### src/rtl/commit_tpu.sv
// In-order commit table: tracks issued instructions until both in flight and done, then retires them in issue order.
// Optional macro COMMIT_BYPASS_EN: a done naming the valid head entry commits on the same edge it is sampled.
module commit_tpu #(
  parameter int NUM_ENTRY = 16,
  parameter int WIDTH_NO  = $clog2(NUM_ENTRY)
) (
  input  logic                clock,
  input  logic                reset,
  input  logic                I_Issue_Req,
  input  logic [WIDTH_NO-1:0] I_Issue_No,
  input  logic                I_Done_S,
  input  logic [WIDTH_NO-1:0] I_Done_S_No,
  input  logic                I_Done_V,
  input  logic [WIDTH_NO-1:0] I_Done_V_No,
  output logic                O_Commit_Req,
  output logic [WIDTH_NO-1:0] O_Commit_No,
  output logic                O_Full,
  output logic                O_Empty,
  output logic [WIDTH_NO:0]   O_Num,
  output logic                O_Err
);

  logic [NUM_ENTRY-1:0] valid_reg, valid_next;
  logic [NUM_ENTRY-1:0] done_reg, done_next;
  logic [WIDTH_NO-1:0]  head_reg, tail_reg;
  logic [WIDTH_NO:0]    count_reg;
  logic                 commit_req_reg;
  logic [WIDTH_NO-1:0]  commit_no_reg;
  logic                 err_reg;

  logic full, head_ready, commit, issue_ok;
  logic err_issue, err_s, err_v;

  assign full = (count_reg == (WIDTH_NO+1)'(NUM_ENTRY));

`ifdef COMMIT_BYPASS_EN
  logic head_hit;
  assign head_hit   = (I_Done_S && (I_Done_S_No == head_reg)) ||
                      (I_Done_V && (I_Done_V_No == head_reg));
  assign head_ready = done_reg[head_reg] || head_hit;
`else
  assign head_ready = done_reg[head_reg];
`endif

  assign commit   = valid_reg[head_reg] && head_ready;
  // A full table can still accept an issue when the head retires on the same edge.
  assign issue_ok = I_Issue_Req && (I_Issue_No == tail_reg) && (!full || commit);

  assign err_issue = I_Issue_Req && !issue_ok;
  assign err_s     = I_Done_S && !valid_reg[I_Done_S_No] &&
                     !(issue_ok && (I_Done_S_No == tail_reg));
  assign err_v     = I_Done_V && !valid_reg[I_Done_V_No] &&
                     !(issue_ok && (I_Done_V_No == tail_reg));

  for (genvar gi = 0; gi < NUM_ENTRY; gi++) begin : g_entry
    logic hit, retire, fill;
    assign hit    = (I_Done_S && (I_Done_S_No == WIDTH_NO'(gi))) ||
                    (I_Done_V && (I_Done_V_No == WIDTH_NO'(gi)));
    assign retire = commit && (head_reg == WIDTH_NO'(gi));
    assign fill   = issue_ok && (tail_reg == WIDTH_NO'(gi));
    assign valid_next[gi] = fill || (valid_reg[gi] && !retire);
    // A done aimed at a slot that is retiring belongs to the old occupant, not the new issue.
    assign done_next[gi]  = (valid_reg[gi] && !retire) ? (done_reg[gi] || hit)
                                                       : (fill && hit && !valid_reg[gi]);
  end

  always_ff @(posedge clock or posedge reset) begin
    if (reset) begin
      valid_reg      <= '0;
      done_reg       <= '0;
      head_reg       <= '0;
      tail_reg       <= '0;
      count_reg      <= '0;
      commit_req_reg <= 1'b0;
      commit_no_reg  <= '0;
      err_reg        <= 1'b0;
    end else begin
      valid_reg      <= valid_next;
      done_reg       <= done_next;
      commit_req_reg <= commit;
      if (commit) begin
        head_reg      <= head_reg + WIDTH_NO'(1);
        commit_no_reg <= head_reg;
      end
      if (issue_ok) begin
        tail_reg <= tail_reg + WIDTH_NO'(1);
      end
      case ({issue_ok, commit})
        2'b10:   count_reg <= count_reg + (WIDTH_NO+1)'(1);
        2'b01:   count_reg <= count_reg - (WIDTH_NO+1)'(1);
        default: count_reg <= count_reg;
      endcase
      if (err_issue || err_s || err_v) begin
        err_reg <= 1'b1;
      end
    end
  end

  assign O_Commit_Req = commit_req_reg;
  assign O_Commit_No  = commit_no_reg;
  assign O_Num        = count_reg;
  assign O_Full       = full;
  assign O_Empty      = (count_reg == '0);
  assign O_Err        = err_reg;

endmodule

### config.mk
export PLATFORM = sky130hd
export DESIGN_NAME = commit_tpu
export DESIGN_NICKNAME = d
export VERILOG_FILES = /design/src/rtl/commit_tpu.sv
export SDC_FILE = /design/constraint.sdc
export NUM_CORES = 1
export LEC_CHECK = 0
export ABC_AREA = 0
export CAP_MARGIN = 20
export CORE_MARGIN = 2
export CORE_UTILIZATION = 60
export CTS_CLUSTER_DIAMETER = 200
export DETAILED_ROUTE_END_ITERATION = 12
export GPL_TIMING_DRIVEN = 0
export PLACE_DENSITY = 0.89
export SLEW_MARGIN = 20
export SYNTH_ARGS = -nofsm -noshare
export SYNTH_HDL_FRONTEND = slang
export SYNTH_SLANG_ARGS = --single-unit
export TNS_END_PERCENT = 20
### constraint.sdc
create_clock -name clock -period 9.2 [get_ports clock]
set_input_delay 2.76 -clock clock [delete_from_list [all_inputs] [get_ports clock]]
set_output_delay 2.76 -clock clock [all_outputs]
set_load 0.1 [all_outputs]
==> run_results.csv <==
group,metric,value,unit
power,power_leakage,1.57,nW
sta,tns,0,ps
clock_network,clockBufferDepth,2,
floorplan,die_area,6430,µm²
clock_network,clock_latency,300,ps
synth,yosysTopAreaCellShare,0.366,
clock_network,htree_levels,2,
detailed_routing,drtPass1Iterations,5,
place,io_buffers,24,
place,place_ws,3300,ps
synth,async_flop_share,1.00,
global_route,grt-ovfl-total,0,
sta,relSlewSlack,0.348,
global_route,grt_max_degree,33,
setup_path,max_stage_delay,420,ps
finish,area_growth,13.0,%
detailed_routing,vias_per_cell,7.16,
place,place_hpwl,6920,µm
sta,worst_clock_skew,11.0,ps
floorplan,fp.dieW,80.2,µm
clock_network,cts.clk_slew.worst_paths,90,ps
clock_network,numCtsBuffers,5,
finish,diodes,0,
setup_path,critical_path_class,"input pin to flip-flop",
global_route,grt_pass1_wl,15700,µm
setup_path,cp_data_arrival_time,5790,ps
sta,tightest_slew,975,ps
sta,final.period_utilization,0.609,
global_route,top_usage_layer,"met2",
sta,drv_slew,0,
global_route,grtUsageMet2,0.518,
synth,synth_edf_count,0,
flow_run,maxCapViolations,0,
sta,fin_crit,5600,ps
global_route,track_usage,0.320,
setup_path,cp_cell_sequence,"clkdlybuf4s50_1 > xor2_1 > nor4_1 > and2_1 > and2_4 > inv_2 > buf_2 > ha_1 > inv_1 > fa_1 > inv_1 > a21o_1 > a21oi_1 > xnor2_1 > nor2_1 > xor2_1",
setup_path,slowest_stage,"clkdlybuf4s50_1",
detailed_routing,drc,0,
finish,n_fill_cell,410,
finish,final_area,3940,µm²
status,status,"complete, no violations",
synth,yosysSeqAreaShare,0.366,
synth,netlist_area,3480,µm²
global_route,use_met1,0.419,
synth,synth_nets,363,
synth,synth_top_flop_cell,"dfrtp_1",
detailed_routing,ant_nets,0,
detailed_routing,wire_per_inst,22.1,µm
clock_network,root_buffer,"clkbuf_8",
floorplan,ios,30,
hold_path,holdCritPathClass,"flip-flop to flip-flop",
setup_path,critPathLaunchType,"input pin",
clock_network,cts_tree,"built",
global_route,met3_usage,0.0764,
detailed_routing,drtIter0Drc,553,
floorplan,row_count,27,
sta,rsz0062_at_grt,"no",
power,power.density,209,nW/µm²
synth,syn_avg_cell_area,10.5,µm²
sta,setup_ws,3600,ps
synth,post-synth-top-area-cell,"dfrtp_1",
clock_network,cts_resized,0,
setup_path,cp.required,9390,ps
synth,yosysWarnings,0,
clock_network,cts_num_sinks,51,
place,postPlaceCellArea,3830,µm²
clock_network,post_cts_buffers,0,
place,routabilityCongestion,0.980,
synth,netlist_instances,333,
sta,whs,510,ps
sta,max_freq,0.179,GHz
power,power,824,µW
floorplan,die_y,80.2,µm
finish,regArea,1280,µm²
power,vdd_drop_max,0.213,mV
finish,final_nets,395,
setup_path,cp-end-kind,"flip-flop",
finish,multiInputGateArea,2020,µm²
global_route,grt_pass1_vias,3134,
floorplan,initial_core_util,0.629,
finish,drive_gt1_frac,0.156,
floorplan,core_area,5540,µm²
synth,ys_seq_elements,51,
clock_network,ctsHoldBuffers,0,
global_route,antenna_found_initial,0,
detailed_routing,vias,3128,
synth,synth_cell_types,44,
setup_path,cp_max_fo,10,
detailed_routing,drt_wl_total,9660,µm
sta,setup_viol,0,
sta,hold_viol,0,
synth,synthTopCellsByArea,"dfrtp_1 (37%), mux4_2 (11%), a32o_1 (4.6%), ha_1 (4.3%), o21ai_0 (4.2%)",
## synthesized netlist by cell type, types with 7 or more instances
cell,number
a32o_1,16
nand4b_1,15
ha_1,12
inv_1,11
mux4_2,17
nand2_1,7
o22ai_1,15
xnor2_1,9
clkbuf_1,16
a31o_2,15
o21ai_0,29
nand3_1,22
xor2_1,14
dfrtp_1,51
buf_1,10
nor2_1,7
## final timing paths
kind                                     from           end  slack, ps  depth (start not counted)
worst max-delay path            I_Issue_No[3]      O_Num[4]       3600                         16
worst min-delay path                    O_Err         O_Err        510                          2
worst max register to register    head_reg[0]      O_Num[4]       5370                         17
worst min register to register          O_Err         O_Err        510                          2
max in group asynchronous               reset  valid_reg[5]       5890                          3
min in group asynchronous               reset  done_reg[15]       2790                          2
## cells by family after synthesis
group,Yosys count,synth area share
XOR/XNOR,23,0.0578
multiplexers,25,0.135
buffers and inverters,44,0.0550
adder cells (fa/ha/maj),13,0.0488
AO/OA/AOI/OAI,94,0.191
AND/OR/NAND/NOR,83,0.147
flip-flops,51,0.366
## power by group
| group | total (mW) | leakage, nW | switching (mW) | internal, mW |
|---|---|---|---|---|
| clock network | 0.154 | 0.0513 | 0.0740 | 0.0799 |
| logic | 0.366 | 0.833 | 0.237 | 0.129 |
| registers | 0.304 | 0.689 | 0.0477 | 0.256 |
## metal layers
metal | vias to the layer above | wire length (µm)
li1 | 1331 | -
met1 | 1502 | 3610
met2 | 261 | 4640
met3 | 34 | 1110
met4 | 0 | 294
met5 | - | 0
## worst max-delay path, delay by kind of cell
family | cells | cell delay, ps
buffers and inverters | 5 | 880
AND/OR/NAND/NOR | 4 | 850
adder cells (fa/ha/maj) | 2 | 490
XOR/XNOR | 3 | 440
AO/OA/AOI/OAI | 2 | 350
## layout by cell type (no fill, tap or decap), drive strengths merged, types with 3 or more instances in the layout
master / Yosys / final
ha: 12 / 12
inv: 12 / 12
clkbuf: 16 / 22
nand3: 22 / 22
nor2: 7 / 7
o22ai: 15 / 15
buf: 16 / 17
nor2b: 5 / 5
mux2i: 3 / 3
nor4: 3 / 3
mux4: 17 / 17
mux2: 5 / 5
xor2: 14 / 14
and2: 5 / 5
nand3b: 5 / 5
a21o: 3 / 3
xnor2: 9 / 9
nand2: 7 / 7
clkdlybuf4s50: 0 / 24
dfrtp: 51 / 51
a32o: 16 / 16
nand2b: 5 / 5
nand4b: 15 / 15
a22o: 4 / 4
o21ai: 35 / 35
a31o: 15 / 15
## layout make-up
class,instances,area share
Multi-Input combinational cell,238,0.512
Sequential cell,51,0.324
Timing Repair Buffer,25,0.0661
Buffer,32,0.0372
Tap cell,72,0.0229
Clock buffer,6,0.0184
Inverter,12,0.0114
Clock inverter,1,0.00763
## stage by stage
| stage | instances | utilization |
|---|---|---|
| floorplan | 333 | - |
| global placement | 429 | 0.688 |
| detailed placement | 430 | 0.692 |
| CTS | 437 | 0.710 |
| global route | 437 | 0.710 |
| finish | 437 | 0.710 |
(Power assumes the default switching activity.)
